**config.mk**
```make
export PLATFORM = sky130hd
export DESIGN_NAME = regfile_dump_reader
export DESIGN_NICKNAME = d
export VERILOG_FILES = /design/src/rtl/regfile_pkg.sv /design/src/rtl/regfile_dump_reader.sv
export SDC_FILE = /design/constraint.sdc
export NUM_CORES = 1
export LEC_CHECK = 0
export BUFFER_PORTS_ARGS = -buffer_cell sky130_fd_sc_hd__buf_2
export CORE_ASPECT_RATIO = 0.5
export CORE_MARGIN = 5
export CORE_UTILIZATION = 42
export DETAILED_ROUTE_END_ITERATION = 12
export HOLD_SLACK_MARGIN = 0.08
export PLACE_DENSITY = 0.82
export SLEW_MARGIN = 20
export SYNTH_ARGS = -nofsm -noshare
export SYNTH_HDL_FRONTEND = slang
export SYNTH_SLANG_ARGS = --single-unit
export TNS_END_PERCENT = 50
```
**constraint.sdc**
```tcl
create_clock -name clk_i -period 1.75 [get_ports clk_i]
set_clock_uncertainty 0.1 [all_clocks]
set_input_delay 0.2625 -clock clk_i [delete_from_list [all_inputs] [get_ports clk_i]]
set_output_delay 0.2625 -clock clk_i [all_outputs]
set_load 0.005 [all_outputs]
```
**src/rtl/regfile_pkg.sv**
```systemverilog
// Shared constants and types for the register-bank dump reader.
// The dump walks addresses modulo NUM_REGS, so next_addr wraps explicitly.
package regfile_pkg;

   localparam int ADDR_W   = 5;
   localparam int DATA_W   = 32;
   localparam int NUM_REGS = 32;

   typedef enum logic [1:0] {IDLE, READ, SEND, DONE} dump_state_t;

   typedef struct packed {
      logic [ADDR_W-1:0] addr;
      logic [DATA_W-1:0] data;
   } dump_word_t;

   // Wrap is explicit so NUM_REGS need not be a power of two.
   function automatic logic [ADDR_W-1:0] next_addr(input logic [ADDR_W-1:0] a);
      return (a == ADDR_W'(NUM_REGS - 1)) ? '0 : a + 1'b1;
   endfunction

endpackage

```
**src/rtl/regfile_dump_reader.sv**
```systemverilog
// Walks an inclusive register range on a spare read port and streams the
// (address, data) pairs out over valid/ready, one word per READ/SEND pair.
module regfile_dump_reader
   import regfile_pkg::*;
(
   input  logic              clk_i,
   input  logic              rst_ni,
   input  logic              start_i,
   input  logic [ADDR_W-1:0] first_addr_i,
   input  logic [ADDR_W-1:0] last_addr_i,
   input  logic              abort_i,
   output logic [ADDR_W-1:0] rf_addr_o,
   input  logic [DATA_W-1:0] rf_rdata_i,
   output logic              m_valid_o,
   input  logic              m_ready_i,
   output logic [ADDR_W-1:0] m_addr_o,
   output logic [DATA_W-1:0] m_data_o,
   output logic              busy_o,
   output logic              done_o
);

   dump_state_t       state_q, state_d;
   logic [ADDR_W-1:0] cur_q, cur_d;
   logic [ADDR_W-1:0] last_q, last_d;
   dump_word_t        word_q, word_d;
   logic              valid_q, valid_d;

   always_ff @(posedge clk_i) begin
      if (!rst_ni) begin
         state_q <= IDLE;
         cur_q   <= '0;
         last_q  <= '0;
         word_q  <= '0;
         valid_q <= 1'b0;
      end else begin
         state_q <= state_d;
         cur_q   <= cur_d;
         last_q  <= last_d;
         word_q  <= word_d;
         valid_q <= valid_d;
      end
   end

   always_comb begin
      state_d   = state_q;
      cur_d     = cur_q;
      last_d    = last_q;
      word_d    = word_q;
      valid_d   = valid_q;
      rf_addr_o = '0;
      case (state_q)
         IDLE: begin
            // abort beats a simultaneous start
            if (start_i && !abort_i) begin
               cur_d   = first_addr_i;
               last_d  = last_addr_i;
               state_d = READ;
            end
         end
         READ: begin
            rf_addr_o = cur_q;
            if (abort_i) begin
               state_d = IDLE;
            end else begin
               word_d.addr = cur_q;
               word_d.data = rf_rdata_i;
               valid_d     = 1'b1;
               state_d     = SEND;
            end
         end
         SEND: begin
            if (abort_i) begin
               valid_d = 1'b0;
               state_d = IDLE;
            end else if (m_ready_i) begin
               valid_d = 1'b0;
               if (cur_q == last_q) begin
                  state_d = DONE;
               end else begin
                  cur_d   = next_addr(cur_q);
                  state_d = READ;
               end
            end
         end
         DONE:    state_d = IDLE;
         default: state_d = IDLE;
      endcase
   end

   assign m_valid_o = valid_q;
   assign m_addr_o  = word_q.addr;
   assign m_data_o  = word_q.data;
   assign busy_o    = (state_q != IDLE);
   assign done_o    = (state_q == DONE);

endmodule

```
Word level (Yosys, flattened, before mapping). Index checks and enable logic that the tools add are counted.

Register bits after elaboration: 50. Input port bits: 47. Output and inout port bits: 45. Logic and storage cells: 47.

Add/sub/neg operators: 1. Equality and inequality tests: 11. Mux-type cells: 17. Bitwise operators: 1. Reduce and logical (&&, ||, !) cells: 11.

Operators by type and width (count): two-way mux 5 bit (6); two-way mux 2 bit (5); inequality test 2 bit (second input constant) (5); case mux 5 bit (2 select lines) (1); case mux 2 bit (4 select lines) (1); AND reduction 2 bit (3); nonzero test 2 bit (3); adder 5 x 1 -> 5 bit (second input constant) (1); equality test 5 bit (1); equality test 5 bit (second input constant) (1); AND reduction 5 bit (1); equality test 2 bit (second input constant) (2); two-way mux 1 bit (3); inequality test 3 bit (second input constant) (1); AND reduction 3 bit (1); equality test 2 x 1 -> 1 bit (second input constant) (1); zero test 2 bit (1); case mux 1 bit (2 select lines) (1); logical AND 1 bit (1); zero test 1 bit (1); NOT 1 bit (1).

Depth between registers and ports, before layout. Gate-level depths: netlist of the first run.

Depth in word-level cells: 6. Mapped depth: 7.

Least setup slack after synthesis of the first run. Ideal clock, no wire load.

Path type: register to register. Start: reg cur_q[0]. End: reg cur_q[3]. Library setup time: 0.125 ns. Arrival: 1.396 ns. Required time: 1.525 ns. Setup slack: 0.128 ns. Stages on the path, launching flop included: 7. Path buffers: 0. Cells stage by stage: dfxtp_1 -> ha_1 -> and3_1 -> ha_1 -> and4b_1 -> o31ai_1 -> mux2i_1.

Cells in the longest elaborated chain, start to end: 6. Elaborated cells between the ends (all ways): 10. Those cells by class: 1 x add/sub; 3 x eq/ne; 5 x mux; 1 x reduce/logical.

Ends and longest elaborated chain: from (decl) (line regfile_dump_reader.sv:23) `logic [ADDR_W-1:0] cur_q, cur_d;`; from (signal assigned) (line regfile_dump_reader.sv:37) `cur_q <= cur_d;`; adder 5 x 1 -> 5 bit or equality test 5 bit (tied branches) (line regfile_pkg.sv:18) `return (a == ADDR_W'(NUM_REGS - 1)) ? '0 : a + 1'b1;`; two-way mux 5 bit (line regfile_pkg.sv:18); two-way mux 5 bit (line regfile_dump_reader.sv:77) `if (cur_q == last_q) begin`; two-way mux 5 bit (line regfile_dump_reader.sv:75) `end else if (m_ready_i) begin`; two-way mux 5 bit (line regfile_dump_reader.sv:72) `if (abort_i) begin`; case mux 5 bit (2 select lines) (line regfile_dump_reader.sv:51) `case (state_q)`.

Several ways; a longest one is shown, not always the timed one. The select of a mux whose other input is x is not followed. A chain may end at the register's enable or synchronous reset.

Worst setup path in the final report of the first run.
Start: reg state_q[1]. End: out rf_addr_o[1].

Cells in the longest elaborated chain, start to end: 2.

Ends and longest elaborated chain: from (decl) (line regfile_dump_reader.sv:22) `dump_state_t state_q, state_d;`; from (signal assigned) (line regfile_dump_reader.sv:36) `state_q <= state_d;`; equality test 2 x 1 -> 1 bit (line regfile_dump_reader.sv:51); two-way mux 5 bit (line regfile_dump_reader.sv:51); to (decl) (line regfile_dump_reader.sv:12) `output logic [ADDR_W-1:0] rf_addr_o,`.

Every way passes these cells.

==> results of run 1 <==
cell type report:
type                    count  area share, %
clock buffers               7           2.72
clock inverters             1           1.07
inverters                   1          0.134
multi-input cells         182           38.5
flip-flops and latches     50           35.8
well taps                  70           3.12
repair buffers            100           18.7
sequential cells by signal, summed over array words and instances, names as in the netlist:
signal     count
cur_q          5
last_q         5
m_addr_o       5
m_data_o      32
m_valid_o      1
state_q        2
metal layers:
layer	routed length, um	part of all wire, %	vias to the layer above	GRT usage (%)
li1	-	-	995	-
met1	2000	39	896	16.4
met2	2790	55	42	30.4
met3	248	4.9	8	4.28
met4	62	1.2	0	4.51
met5	0	0	-	0
synth_stat cells, drive strengths merged, types with 3 or more instances:
cell    count  area (um2)
a21boi     38         285
o21ai       4        20.0
and2b       3        26.3
nand2      83         312
clkbuf      9        33.8
buf         7        41.3
o211ai      3        22.5
nor2b       7        43.8
nor2        3        11.3
mux2i      10         100
xor2        5        43.8
and2        8        51.3
dfxtp      50        1000
metrics by stage:
step | hold WS [ns] | total power, uW | setup WS (ns) | util [%] | std cells
finish | 0.0959 | 2220 | 0.0978 | 56.6 | 411
detailed placement | 0.344 | 1460 | 0.0432 | 54.3 | 403
global route | 0.0911 | 2320 | 0.0107 | 56.6 | 411
global placement | 0.337 | 1450 | 0.168 | 54.3 | 403
CTS | 0.0860 | 2250 | 0.0664 | 56.5 | 411
floorplan | 0.297 | 1360 | 0.128 | - | 249
power by group through the flow:
| stage | Clock [uW] | Sequential [uW] | Combinational [uW] |
|---|---|---|---|
| floorplan | 0 | 1220 | 138 |
| global placement | 0 | 1220 | 233 |
| detailed placement | 0 | 1220 | 241 |
| CTS | 811 | 1200 | 243 |
| global route | 856 | 1200 | 267 |
| finish | 788 | 1200 | 240 |
layout by cell type, fill, tap and decap left out, drive strengths merged, types with 4 or more instances in the layout:
cell / instances
nand2: 83
o21ai: 4
buf: 100
nor2b: 7
clkbuf: 7
and2: 8
xor2: 5
a21boi: 38
mux2i: 10
dfxtp: 50
timing repair:
action | CTS | global route
setup endpoints to repair | 1 | 2
buffers inserted | 0 | 0
resized for setup | 1 | 3
critical path: stages (launching register included):
cell and delay (ns):
dfxtp_1 0.44, and2b_4 0.25, and2_1 0.18, buf_2 0.13
logic make-up (layout without fill, tap and decap cells):
| kind of cell | count (synthesis) | in the layout |
|---|---|---|
| compound gates | 49 | 49 |
| xor+xnor | 6 | 6 |
| fa+ha+maj | 2 | 2 |
| buf+inv | 17 | 109 |
| flops | 50 | 50 |
| mux | 11 | 11 |
| simple gates | 114 | 114 |
final timing paths:
kind	from	endpoint	slack (ns)
max	state_q[1]	rf_addr_o[1]	0.1
min	rf_rdata_i[23]	m_data_o[23]	0.1
max reg2reg	cur_q[1]	cur_q[3]	0.1
min reg2reg	m_data_o[16]	m_data_o[16]	0.35
==> impl_metrics.json, run 1 <==
{
  "worstSetupStartpointType": "flip-flop",
  "vias_per_cell": 4.72,
  "setup_viol": 0,
  "core_mm2": 0.00495,
  "cp.required_ns": 1.39,
  "rsz0062_at_grt": "false",
  "dp_hpwl_um": 4050,
  "clockBufferDepth": 2,
  "antenna_found_initial": 0,
  "boundaryPins": 92,
  "yosysWarnings": 0,
  "critPathKind": "reg -> out",
  "cts_root_buf": "clkbuf_8",
  "synth_flop_cell": "dfxtp_1",
  "final_nets": 389,
  "yosys.area_share.simple_pct": 24.7,
  "synth_fa_ha_area_share_pct": 1.16,
  "drive_above_1_share_pct": 34.3,
  "place.gp.congestion": 0.869,
  "first_pass_iters": 4,
  "grt_pass1_wl_um": 8470,
  "ant_nets": 0,
  "wl_per_cell_um": 12.4,
  "cts_buffers": 5,
  "swShare_pct": 22.4,
  "post_dp_cell_area_mm2": 0.00269,
  "dieArea_mm2": 0.00675,
  "area_growth_pct": 30.1,
  "holdBufCountCts": 0,
  "cts_tree": "yes",
  "ys_seq_area_share_pct": 46.5,
  "rows": 18,
  "timing.final.max_slew_violations": 0,
  "yosys_register_bits": 50,
  "start_util_pct": 43.5,
  "cp_max_fo": 8,
  "die_w_um": 111,
  "io_buffers": 91,
  "power_frac_comb_pct": 10.8,
  "p_clk_share_pct": 35.4,
  "vias": 1941,
  "p_int_uw": 1730,
  "htree_num_levels": 2,
  "grt_pass1_vias": 1846,
  "syn_nets": 298,
  "drc": 0,
  "grt_max_degree": 27,
  "clk_pin_slew_ns": 0.09,
  "fmax_mhz": 605,
  "rr_worst_depth": 6,
  "seq_area_mm2": 0.00100,
  "design_area_mm2": 0.00280,
  "synth-compound-area-share_pct": 16.4,
  "worstHoldPathCells": 3,
  "async_flop_share_pct": 0,
  "overflow": 0,
  "pwr-share-seq_pct": 53.8,
  "ir_worst_vdd_v": 0.000434,
  "syn-cell-area_mm2": 0.00215,
  "critPathCaptureType": "output pin",
  "die_y_um": 60.6,
  "hold_violations": 0,
  "syn_inst": 249,
  "fin_crit_sh_pct": 94.4,
  "syn_avg_cell_area_um2": 8.65,
  "worst_slew_pin_slew_ns": 0.402,
  "synth_top_family_by_area": "simple AND/OR/NAND/NOR gates",
  "ys_types": 35,
  "hold_path.class": "in -> reg",
  "synth_edf_count": 0,
  "maxSlewHeadroom_pct": 73.2,
  "diodes": 0,
  "p_sw_uw": 497,
  "fin_crit_ns": 1.65,
  "max-cap-violations": 0,
  "nFillCells": 458,
  "leakage_uw": 0.00130,
  "worst_ep_arrival_time_ns": 1.29,
  "synth_xor_area_share_pct": 2.44,
  "multi_input_area_mm2": 0.00108,
  "status": "complete, no violations",
  "timing.setup.tns_ns": 0,
  "clock_sinks": 50,
  "p_per_area_mw_per_mm2": 793,
  "wl_um": 5110,
  "grtUsageTotal_pct": 15.3,
  "clk_latency_ns": 0.29,
  "synth_mux_area_share_pct": 5.17,
  "drtIter0Drc": 60
}
Note: power is estimated with default switching activity, not from simulation.
==> run 2: changes to the inputs <==
CELL_PAD_IN_SITES_DETAIL_PLACEMENT = 1   (was unset)
CELL_PAD_IN_SITES_GLOBAL_PLACEMENT = 2   (was unset)
CORE_UTILIZATION = 23   (was 42)
HOLD_SLACK_MARGIN = unset   (was 0.08)
PLACE_DENSITY = 0.8   (was 0.82)
==> run 2 against run 1 <==
Compared with the run above:
- register-to-register slack improved by 0.02 ns
- global-route usage shrank 4.7 points
- setup slack better by 0.016 ns
- count of clock-buffer cells in the layout shrank 2
- critical endpoint is now cur_q[3]
- largest cell class unchanged
- largest power group unchanged
- highest routed layer unchanged
==> impl_metrics.json, run 2 (synthesis results as in run 1) <==
{
  "cp.required_ns": 1.82,
  "htree_num_levels": 2,
  "fin_crit_sh_pct": 93.5,
  "fin_crit_ns": 1.64,
  "grt_pass1_wl_um": 10000,
  "place.gp.congestion": 0.745,
  "status": "complete, no violations",
  "clk_latency_ns": 0.29,
  "critPathCaptureType": "flip-flop",
  "rr_worst_depth": 6,
  "start_util_pct": 23.2,
  "post_cts_buffers": 0,
  "rsz0062_at_grt": "false",
  "overflow": 0,
  "layout_common_cells": "buf_2, nand2_1, dfxtp_1",
  "cts_root_buf": "clkbuf_16",
  "vias": 1929,
  "clock_sinks": 50,
  "grtUsageTotal_pct": 10.6,
  "p_per_area_mw_per_mm2": 870,
  "critPathKind": "reg -> reg",
  "core_mm2": 0.00929,
  "placedCellCount": 456,
  "worst_ep_arrival_time_ns": 1.71,
  "die_w_um": 147,
  "r2r_slack_ns": 0.11,
  "design_area_mm2": 0.00297,
  "hold_start": "rf_rdata_i[17]",
  "vias_per_cell": 4.16,
  "grt_max_degree": 38,
  "worstSetupStartpointType": "flip-flop",
  "drtIter0Drc": 62,
  "boundaryPins": 92,
  "wl_per_cell_um": 12.7,
  "stdcell_count": 464,
  "cts_buffers": 5,
  "clk_pin_slew_ns": 0.07,
  "swShare_pct": 23.0,
  "fmax_mhz": 611,
  "holdPathEnd": "m_data_o[17]",
  "ir_worst_vdd_v": 0.000255,
  "timing.final.max_slew_violations": 0,
  "post_dp_cell_area_mm2": 0.00279,
  "timing.setup.tns_ns": 0,
  "die_y_um": 78.4,
  "p_clk_share_pct": 44.1,
  "diodes": 0,
  "rows": 25,
  "worst_slew_pin_slew_ns": 0.352,
  "rr_endpoint": "cur_q[3]",
  "leakage_uw": 0.00135,
  "dieArea_mm2": 0.0115,
  "r2r_start": "cur_q[1]",
  "ant_nets": 0,
  "cts_tree": "yes",
  "cp_max_fo": 4,
  "dp_hpwl_um": 4480,
  "drc": 0,
  "hold_violations": 0,
  "final_common_cell": "buf_2",
  "p_sw_uw": 596,
  "power_frac_comb_pct": 9.8,
  "grt_pass1_vias": 2029,
  "max-cap-violations": 0,
  "area_growth_pct": 37.9,
  "drive_above_1_share_pct": 35.0,
  "largest_reg_flops": 32,
  "final_nets": 391,
  "worstHoldPathCells": 3,
  "pwr-share-seq_pct": 46.2,
  "hold_path.class": "in -> reg",
  "setup_viol": 0,
  "io_buffers": 91,
  "clockBufferDepth": 2,
  "first_pass_iters": 4,
  "maxSlewHeadroom_pct": 76.5,
  "antenna_found_initial": 0,
  "p_int_uw": 1990,
  "wl_um": 5880
}
run 2: cell count changes in the layout (fill, tap and decap cells not counted), sizes merged:
cell / before / now
clkbuf: 7 / 5
buf: 100 / 102
inv: 1 / 3
run 2: routing by layer:
layer  routed length (um)  GRT usage (%)  share of wire [%]
met1                 2460           11.8                 42
met2                 3190           20.2                 54
met3                  180           2.36                3.1
met4                   55           3.10               0.94
met5                    0              0                  0
run 2: per-stage QoR:
stage	worst slack, ns	hold WS, ns	utilization, %	total power, uW
2_1_floorplan	0.128	0.297	-	1360
3_3_place_gp	0.0938	0.339	30.1	1480
3_5_place_dp	0.0670	0.344	30.1	1480
4_1_cts	0.0495	0.0953	31.9	2650
5_1_grt	0.0215	0.108	32.0	2720
6_report	0.113	0.104	32.0	2590
run 2: how the worst max path moves through the flow:
stage	startpoint	end	slack, ns	cells past startpoint
after floorplan	cur_q[0]	cur_q[3]	0.13	6
after global placement	cur_q[1]	cur_q[3]	0.09	6
after detailed placement	cur_q[1]	cur_q[3]	0.07	6
after CTS	cur_q[1]	cur_q[3]	0.05	6
after global routing	cur_q[1]	cur_q[3]	0.02	6
final	cur_q[1]	cur_q[3]	0.11	6
run 2: area by class of cell:
class / count / area, um2
fillers: 1108 / 6320
multi-input cells: 182 / 1080
flip-flops and latches: 50 / 1000
repair buffers: 102 / 563
well taps: 121 / 151
clock buffers: 5 / 125
clock inverters: 3 / 47.5
inverters: 1 / 3.75
run 2: power by group through the flow:
stage	Clock [uW]	Sequential [uW]	Combinational, uW
floorplan	0	1220	138
global placement	0	1220	256
detailed placement	0	1220	258
CTS	1200	1190	258
global route	1230	1200	286
finish	1140	1190	252
run 2: critical path: stages, from the launching register on:
cell and delay, ns:
dfxtp_2 0.35, ha_1 0.17, and3_1 0.17, ha_2 0.20, and4b_1 0.20, o31ai_1 0.23
mux2i_1 0.10
run 2: repair_timing:
item,in CTS,in global routing
setup endpoints to repair,0,2
hold buffers,0,0
resized for setup,0,3
==> run 3: changes to the inputs <==
ABC_AREA = 0   (was unset)
BUFFER_PORTS_ARGS = unset   (was -buffer_cell sky130_fd_sc_hd__buf_2)
CORE_UTILIZATION = 31   (was 23)
DONT_BUFFER_PORTS = 1   (was unset)
PLACE_DENSITY = 0.81   (was 0.8)
==> run 3 against run 2 <==
Compared with the run above:
- sequential cell count stayed put
- final area is 19% lower
- global-route usage is 2.0 points higher
- setup slack worse by 0.0079 ns
- critical endpoint unchanged
- clock power is 15% lower
- sequential power hardly changed
- fmax is 0.48% lower
- power is 9.9% lower
==> impl_metrics.json, run 3 (synthesis results as in run 1) <==
{
  "top_layer_used": "met4",
  "hold_violations": 0,
  "fin_crit_ns": 1.64,
  "clock_sinks": 50,
  "area_growth_pct": 12.3,
  "max-cap-violations": 0,
  "holdBufCountCts": 0,
  "ir_worst_vdd_v": 0.000428,
  "maxSlewHeadroom_pct": 79.0,
  "max_stage_delay_ns": 0.35,
  "rr_worst_depth": 6,
  "seq_area_mm2": 0.00100,
  "drive_above_1_share_pct": 10.5,
  "drc": 0,
  "vias": 1644,
  "cp_max_fo": 4,
  "p_int_uw": 1820,
  "placedCellCount": 332,
  "cp.required_ns": 1.82,
  "cts_root_buf": "clkbuf_16",
  "crit_slowest_cell": "dfxtp_1",
  "htree_num_levels": 2,
  "r2r_slack_ns": 0.11,
  "p_sw_uw": 514,
  "largest_reg_flops": 32,
  "grt_max_degree": 56,
  "power_frac_comb_pct": 6.6,
  "critPathCaptureType": "flip-flop",
  "worst_ep_arrival_time_ns": 1.71,
  "fin_util_pct": 36.0,
  "pwr-share-seq_pct": 51.7,
  "leakage_uw": 0.000877,
  "wl_met3_um": 422,
  "dieArea_mm2": 0.00882,
  "met1Wirelength_um": 2320,
  "die_w_um": 128,
  "die_y_um": 69.0,
  "post_dp_cell_area_mm2": 0.00226,
  "antenna_found_initial": 0,
  "core_mm2": 0.00673,
  "stdcell_count": 340,
  "p_per_area_mw_per_mm2": 964,
  "status": "complete, no violations",
  "final_nets": 296,
  "cp_cell_sequence": "ha_2 -> and3_1 -> ha_2 -> and4b_1 -> o31ai_1 -> mux2i_1",
  "io_buffers": 0,
  "worstSetupStartpointType": "flip-flop",
  "overflow": 0,
  "grt_pass1_wl_um": 8630,
  "route.met2.wl_um": 2810,
  "layout_common_cells": "nand2_1, dfxtp_1, a21boi_0",
  "clockBufferDepth": 2,
  "setup_viol": 0,
  "dp_hpwl_um": 4210,
  "fin_crit_sh_pct": 94.0,
  "wl_per_cell_um": 16.5,
  "worstHoldPathCells": 2,
  "place.gp.congestion": 0.806,
  "cts_buffers": 5,
  "diodes": 0,
  "wl_um": 5600,
  "hold_path.class": "in -> reg",
  "cts_tree": "yes",
  "p_clk_share_pct": 41.8,
  "timing.final.max_slew_violations": 0,
  "crit_top_cell": "ha_2",
  "rows": 21,
  "boundaryPins": 92,
  "grtUsageTotal_pct": 12.6,
  "fmax_mhz": 608,
  "nFillCells": 797,
  "critPathKind": "reg -> reg",
  "first_pass_iters": 4,
  "clk_latency_ns": 0.28,
  "multi_input_area_mm2": 0.00108,
  "drtIter0Drc": 55,
  "ant_nets": 0,
  "worst_slew_pin_slew_ns": 0.313,
  "design_area_mm2": 0.00242,
  "vias_per_cell": 4.84,
  "final_common_cell": "nand2_1",
  "swShare_pct": 22.0,
  "grt_pass1_vias": 1703,
  "start_util_pct": 32.0,
  "clk_pin_slew_ns": 0.07
}
## run 3: repair_timing
action,4_1_cts,5_1_grt
endpoints found under the setup margin,0,5
gates resized for setup,0,4
buffers inserted,0,0
## run 3: power groups by stage
| stage | clock, uW | sequential (uW) | combinational (uW) |
|---|---|---|---|
| final | 973 | 1200 | 153 |
| after global routing | 1060 | 1210 | 172 |
| after CTS | 1010 | 1200 | 155 |
| after detailed placement | 0 | 1230 | 155 |
| after global placement | 0 | 1230 | 149 |
| after floorplan | 0 | 1220 | 138 |
## run 3: per-layer routing
layer  vias to the layer above  track usage [%]
met5                         -                0
met4                         0             4.63
met3                         4             4.69
met2                        42             22.8
met1                       789             13.9
li1                        809                -
## run 3: area by class of cell
cell class | instances | area share, %
timing repair buffer | 7 | 2.69
clock inverter | 2 | 0.517
clock buffer | 6 | 5.74
sequential | 50 | 41.4
inverter | 1 | 0.155
tap | 92 | 4.76
multi-input combinational | 182 | 44.7
## run 3: worst paths after layout
kind,from,to
worst max-delay path,cur_q[0],cur_q[3]
worst min-delay path,rf_rdata_i[4],m_data_o[4]
worst max register to register,cur_q[0],cur_q[3]
worst min register to register,m_data_o[23],m_data_o[23]
## run 3: stage by stage
stage	hold WS [ns]	power [uW]	setup WS [ns]	setup TNS, ns
final	0.00866	2330	0.106	0
after global routing	0.000778	2440	-0.00861	-0.00861
after CTS	0.00286	2370	0.0501	0
after detailed placement	0.305	1380	0.0722	0
after global placement	0.288	1380	0.144	0
after floorplan	0.297	1360	0.128	0
## run 3: worst max-delay path: cells and delay by family (launching register included)
family	cells	cell delay (ns)
adder cells (fa/ha/maj)	2	0.41
flip-flops	1	0.35
AND/OR/NAND/NOR	2	0.37
AO/OA/AOI/OAI	1	0.22
multiplexers	1	0.09
